[src/rtl/if_id_skid_buffer.sv]
// Two-entry fetch-to-decode buffer with a valid/ready handshake, flush, and a local pc+2.
// Optional stall counter enabled by defining IFID_STALL_CNT_EN.
module if_id_skid_buffer #(
  parameter int unsigned PC_W    = 8,
  parameter int unsigned INSTR_W = 16
) (
  input  logic               clk,
  input  logic               reset,
  input  logic               in_valid,
  output logic               in_ready,
  input  logic [PC_W-1:0]    in_pc,
  input  logic [INSTR_W-1:0] in_instr,
  input  logic               flush,
  output logic               out_valid,
  input  logic               out_ready,
  output logic [PC_W-1:0]    out_pc,
  output logic [INSTR_W-1:0] out_instr,
  output logic [PC_W-1:0]    out_pc_plus2
`ifdef IFID_STALL_CNT_EN
  ,
  output logic [15:0]        stall_cnt
`endif
);

  localparam int unsigned STATE_W = 2;
  localparam logic [1:0] S_EMPTY = 2'b00;
  localparam logic [1:0] S_ONE   = 2'b01;
  localparam logic [1:0] S_FULL  = 2'b10;

  logic [STATE_W-1:0] state_q, state_d;
  logic               in_ready_q, in_ready_d;
  logic               out_valid_q, out_valid_d;
  logic [PC_W-1:0]    head_pc_q, head_pc_d;
  logic [INSTR_W-1:0] head_instr_q, head_instr_d;
  logic [PC_W-1:0]    head_pc2_q, head_pc2_d;
  logic [PC_W-1:0]    tail_pc_q, tail_pc_d;
  logic [INSTR_W-1:0] tail_instr_q, tail_instr_d;

  logic push_c;
  logic pop_c;

  assign push_c = in_valid & in_ready_q;
  assign pop_c  = out_valid_q & out_ready;

  // Next-state and entry movement; flush empties the buffer but leaves stale data in place.
  always_comb begin
    state_d      = state_q;
    head_pc_d    = head_pc_q;
    head_instr_d = head_instr_q;
    tail_pc_d    = tail_pc_q;
    tail_instr_d = tail_instr_q;

    if (flush) begin
      state_d = S_EMPTY;
    end else begin
      case (state_q)
        S_EMPTY: begin
          if (push_c) begin
            head_pc_d    = in_pc;
            head_instr_d = in_instr;
            state_d      = S_ONE;
          end
        end
        S_ONE: begin
          if (push_c && pop_c) begin
            head_pc_d    = in_pc;
            head_instr_d = in_instr;
          end else if (push_c) begin
            tail_pc_d    = in_pc;
            tail_instr_d = in_instr;
            state_d      = S_FULL;
          end else if (pop_c) begin
            state_d = S_EMPTY;
          end
        end
        S_FULL: begin
          if (pop_c) begin
            head_pc_d    = tail_pc_q;
            head_instr_d = tail_instr_q;
            state_d      = S_ONE;
          end
        end
        default: state_d = S_EMPTY;
      endcase
    end

    head_pc2_d  = PC_W'(head_pc_d + PC_W'(2));
    in_ready_d  = (state_d != S_FULL);
    out_valid_d = (state_d != S_EMPTY);
  end

  always_ff @(posedge clk) begin
    if (reset) begin
      state_q      <= S_EMPTY;
      in_ready_q   <= 1'b0;
      out_valid_q  <= 1'b0;
      head_pc_q    <= '0;
      head_instr_q <= '0;
      head_pc2_q   <= PC_W'(2);
      tail_pc_q    <= '0;
      tail_instr_q <= '0;
    end else begin
      state_q      <= state_d;
      in_ready_q   <= in_ready_d;
      out_valid_q  <= out_valid_d;
      head_pc_q    <= head_pc_d;
      head_instr_q <= head_instr_d;
      head_pc2_q   <= head_pc2_d;
      tail_pc_q    <= tail_pc_d;
      tail_instr_q <= tail_instr_d;
    end
  end

  assign in_ready     = in_ready_q;
  assign out_valid    = out_valid_q;
  assign out_pc       = head_pc_q;
  assign out_instr    = head_instr_q;
  assign out_pc_plus2 = head_pc2_q;

`ifdef IFID_STALL_CNT_EN
  // Saturating count of cycles where decode holds off a valid head entry.
  logic [15:0] stall_cnt_q, stall_cnt_d;

  always_comb begin
    stall_cnt_d = stall_cnt_q;
    if (out_valid_q && !out_ready && (stall_cnt_q != 16'hFFFF)) begin
      stall_cnt_d = stall_cnt_q + 16'd1;
    end
  end

  always_ff @(posedge clk) begin
    if (reset) begin
      stall_cnt_q <= '0;
    end else begin
      stall_cnt_q <= stall_cnt_d;
    end
  end

  assign stall_cnt = stall_cnt_q;
`else
  // No stall counter in this build.
`endif

endmodule

[config.mk]
export PLATFORM = sky130hd
export DESIGN_NAME = if_id_skid_buffer
export DESIGN_NICKNAME = d
export VERILOG_FILES = /design/src/rtl/if_id_skid_buffer.sv
export SDC_FILE = /design/constraint.sdc
export NUM_CORES = 1
export LEC_CHECK = 0
export CAP_MARGIN = 20
export CORE_MARGIN = 10
export CORE_UTILIZATION = 50
export CTS_CLUSTER_SIZE = 24
export DETAILED_ROUTE_END_ITERATION = 10
export PLACE_DENSITY = 0.81
export SYNTH_ARGS = -nofsm -noshare
export SYNTH_HDL_FRONTEND = slang
export SYNTH_SLANG_ARGS = --single-unit
[constraint.sdc]
create_clock -name clk -period 3.15 [get_ports clk]
set_input_delay 0.7875 -clock clk [delete_from_list [all_inputs] [get_ports clk]]
set_output_delay 0.7875 -clock clk [all_outputs]
set_load 0.1 [all_outputs]
; Word-level counts from Yosys, hierarchy flattened
; Cells that the tools add are included.
[op_classes]
addsub = 1
n_eq_ne = 6
n_mux = 16
bitwise = 4
reduce_logical = 6
[ops]
columns = op, n
row1 = $mux W16, 3
row2 = $pmux W16 S3, 1
row3 = $mux W8, 4
row4 = $pmux W8 S3, 1
row5 = $mux W2, 6
row6 = $add A8 B2 Y8 const B, 1
row7 = $ne A2 B2 Y1 const B, 4
row8 = $pmux W2 S3, 1
row9 = $reduce_and A5 Y1, 1
row10 = $reduce_and A4 Y1, 1
row11 = $reduce_bool A3 Y1, 1
row12 = $and A1 B1 Y1, 2
row13 = $eq A2 B1 Y1 const B, 1
row14 = $eq A2 B2 Y1 const B, 1
row15 = $logic_not A2 Y1, 1
row16 = $not A1 Y1, 2
row17 = $reduce_bool A2 Y1, 1
row18 = $logic_and A1 B1 Y1, 1
[word_totals]
register_bits = 60
input_bits = 29
output_inout_bits = 34
wordCells = 41

; Logic depth before layout (Yosys ltp)
; Gate-level depths: netlist of run 1.
[depth]
word_depth = 7
ltp_mapped = 9
ltp_nobuf = 7

; Worst setup path after synthesis of run 1
; OpenSTA, ideal clock, no wires.
[synth_path]
path_kind = reg-to-reg
start = register out_valid_q, in the netlist out_valid
end = register head_pc2_q[7], in the netlist out_pc_plus2[7]
setup_time_ns = 0.135
arrival_ns = 2.462
required_ns = 3.015
setup_slack_ns = 0.553
path_stages_with_launch = 8
n_path_buf = 0
synth_period_minus_slack_ns = 2.597
path_cell_list = dfxtp_1 -> and4bb_4 -> a22oi_4 -> a221o_2 -> ha_1 -> and3b_1 -> a31oi_1 -> a41oi_1
[synth_via]
elab_chain_len = 6
elab_cells_between_ends = 7
classes_between = add/sub: 1 / mux: 4 / bitwise: 1 / reduce/logical: 1
[synth_rtl]
columns = element, line
row1 = "start, declared", 32  ; logic out_valid_q, out_valid_d;
row2 = "start signal, assigned", 105  ; out_valid_q <= out_valid_d;
row3 = $and A1 B1 Y1 (*), 43  ; assign pop_c = out_valid_q & out_ready;
row4 = $logic_and A1 B1 Y1, 65  ; if (push_c && pop_c) begin
row5 = $mux W8, 65
row6 = $pmux W8 S3 (*), 56  ; case (state_q)
row7 = $mux W8 (*), 53  ; if (flush) begin
row8 = named net head_pc_d[1], 33  ; logic [PC_W-1:0] head_pc_q, head_pc_d;
row9 = $add A8 B2 Y8 (*), 87  ; head_pc2_d = PC_W'(head_pc_d + PC_W'(2));
row10 = "end signal, assigned", 108  ; head_pc2_q <= head_pc2_d;
row11 = "end, declared", 35  ; logic [PC_W-1:0] head_pc2_q, head_pc2_d;
; Mark *: on every way through the listed nets, which the timed path passes. The rest lies on a longest branch.
; A chain may end at the register's enable or synchronous reset.

; Worst setup path after layout of run 1
[layout_path]
start = input flush
end = register head_pc2_q[6], in the netlist out_pc_plus2[6]
[layout_via]
elab_chain_len = 2
[layout_rtl]
columns = element, line
row1 = "start, declared", 13  ; input logic flush,
row2 = $mux W8, 53
row3 = $add A8 B2 Y8, 87
; No other way between the ends.

==> reports/results.ini, run 1 <==
[setup_path]
crit_path_start=flush
cp_data_required_time_ns=3.37
reg2reg_slack_ns=0.94
setup.worst_path.end_class=register
path_max_fanout=8
worstSetupEndpoint=out_pc_plus2[6]$_SDFF_PP0_
start_kind=input pin
path_class=in -> reg
arrival_ns=2.95
reg2reg_to=out_pc_plus2[6]$_SDFF_PP0_
rr_worst_depth=6
r2r-start=state_q[1]$_SDFF_PP0_

[synth]
ys_warn_count=0
async_reset_ff_share_pct=0
syn_nets=305
synth.top_cell.area_share_pct=47.63
synthesis.area_um2=2480
yosys-top-cells-area=dfxtp_1 (48%), nand2_1 (8.0%), mux2i_1 (6.5%)
synth_area_per_cell_um2=9.018
synth_top_area_cell=dfxtp_1
ys_seq_area_share_pct=47.63
synth-seq-cells=59
synthFlopType=dfxtp_1
netlist_instances=275
yosys.cell_types.count=38
synth_enable_flop_cells=0

[clock_network]
htreeDepth=3
cts_tree=built
post_cts_resized=0
cts-root-buf=clkbuf_8
worstSkewPairLatency_ns=0.33
holdBufCountCts=0
clkTransAtPathRegs_ns=0.07
cts_buffer_depth=2
cts_made_buffers=9
cts_setup_buffers=0
clock_sinks=59

[finish]
syn_to_final_growth_pct=30.88
fin_nets=363
drive_gt1_share_pct=20.71
antennaDiodeCount=0
fin_util_pct=68.26
instances_no_fill=405
stdcell_area_um2=3246

[routing]
drc=0
firstDrtPassIters=4
ant_nets=0
num_vias=2146
wl_per_cell_um=15.68
wl_um=6349
avgViaCountPerCell=5.299
drt_iter0_markers=138

[timing]
drv_slew=0
fmaxAchievable_mhz=365.9
period_share_pct=86.76
period_needed_ns=2.733
finalSetupViolations=0
tightest_slew_ns=0.6930
rsz0062_at_grt=false
fin_tns_setup_ns=0
finalClockSkew_ns=0.005146
final-hold-violation-count=0
max_slew_margin_pct=53.80

[grt]
antenna_found_initial=0
grt_util_all_layers_pct=15.50
grt_pass1_wl_um=10620
grt-ovfl-total=0
grt_pass1_vias=2197
grt_start_max_net_pins=39

[min_path]
hold_class=reg -> reg

[pwr]
peakVddDrop_v=0.0003195
p_leak_nw=1.352
power_mw=1.836
p_per_area_nw_per_um2=565.5

[placed_design]
io_buffers=62
dp_hpwl_um=4344
placedCellCount=389
gp_congestion=0.8396
place_area_um2=3027

[status]
status=complete, no violations

[die]
die_w_um=90.43
fp.dieH_um=90.43
ioPinCount=63
num_rows=25
dieArea_um2=8177
core_area_um2=4755
initial_core_util_pct=52.16

[run]
cap_violations=0

==> sequential cells by signal, indices dropped and copies added (netlist names) <==
signal	count
state_q	2
out_pc	8
out_pc_plus2	7
out_instr	16
tail_instr_q	16
out_valid	1
tail_pc_q	8
in_ready	1
==> cells in the mapped netlist (2+ instances only) <==
master,instances
dfxtp_1,59
nand2_1,53
a21oi_1,30
nor2_1,27
a211oi_1,18
mux2i_1,16
clkbuf_1,13
and3_1,6
nor2b_1,6
inv_1,4
a221o_2,3
a22oi_1,3
buf_6,3
xnor2_1,3
a221oi_1,2
a31oi_1,2
and4bb_4,2
buf_2,2
buf_4,2
nand2b_1,2
o22ai_1,2
==> metrics by stage <==
stage | hold WS (ns) | worst slack [ns]
2_1_floorplan | 0.4319 | 0.5535
3_3_place_gp | 0.4405 | 0.1903
3_5_place_dp | 0.4461 | 0.09429
4_1_cts | 0.4545 | 0.4329
5_1_grt | 0.4744 | 0.3571
6_report | 0.4545 | 0.4170
==> kinds of logic after synthesis <==
logic type	after synthesis	share of synthesized area, %
adders and majority gates	1	0.5045
buffers and inverters	24	4.944
xor gates and xnor gates	3	1.060
muxes	17	7.063
and+or+nand+nor	104	20.18
AOI/OAI and AO/OA	67	18.62
DFF	59	47.63
==> worst max-delay path, stage by stage <==
cell             delay, ns
clkdlybuf4s50_1       0.56
and4bb_4              0.28
a22oi_4               0.31
a221o_2               0.26
nand3_2               0.14
nor4b_4               0.29
mux2_4                0.31
==> how the worst min path moves through the flow <==
stage | startpoint | end | slack [ns] | depth (start not counted)
floorplan | tail_pc_q[4]$_SDFFE_PP0P_ | tail_pc_q[4]$_SDFFE_PP0P_ | 0.43 | 2
global placement | tail_instr_q[15]$_SDFFE_PP0P_ | tail_instr_q[15]$_SDFFE_PP0P_ | 0.44 | 2
detailed placement | tail_instr_q[13]$_SDFFE_PP0P_ | tail_instr_q[13]$_SDFFE_PP0P_ | 0.45 | 2
CTS | tail_instr_q[13]$_SDFFE_PP0P_ | tail_instr_q[13]$_SDFFE_PP0P_ | 0.45 | 2
global route | tail_instr_q[7]$_SDFFE_PP0P_ | tail_instr_q[7]$_SDFFE_PP0P_ | 0.47 | 2
finish | tail_instr_q[4]$_SDFFE_PP0P_ | tail_instr_q[4]$_SDFFE_PP0P_ | 0.45 | 2
==> layout by cell type, fill, tap and decap left out, types with 3 or more instances in the layout <==
cell and instances:
inv_1 4, and3_1 6, a21oi_1 30, clkdlybuf4s50_1 27, mux2i_1 16, buf_4 39
clkbuf_8 10, dfxtp_1 59, a22oi_1 3, xnor2_1 3, a211oi_1 18, nor2_1 27
nand2_1 53, nor2b_1 5, a221o_2 3
==> report_power, final <==
part / switching, mW / total, mW / internal, mW / leakage (nW)
Sequential: 0.0124 / 0.780 / 0.767 / 0.479
Combinational: 0.211 / 0.299 / 0.0879 / 0.763
Clock: 0.289 / 0.757 / 0.468 / 0.111
Total: 0.513 / 1.84 / 1.32 / 1.35
==> per-layer routing <==
| layer | part of all wire [%] | global-route usage, % |
|---|---|---|
| met3 | 5.4 | 5.237 |
| met1 | 44 | 17.82 |
| met2 | 49 | 25.30 |
| met4 | 1.6 | 7.294 |
| met5 | 0 | 0 |
==> final cells by class <==
class	instances	area, µm²
well taps	67	83.83
clock inverters	4	73.82
flip-flops and latches	59	1181
fillers	392	1509
multi-input cells	192	1179
repair buffers	67	568.0
inverters	4	15.01
clock buffers	12	145.1
Power figures use the tool's default switching activity.
==> run 2: changes to the inputs <==
CTS_CLUSTER_SIZE = 14   (was 24)
==> results of run 2 <==
No change in the layout: final DEF, timing and power equal those of run 1.
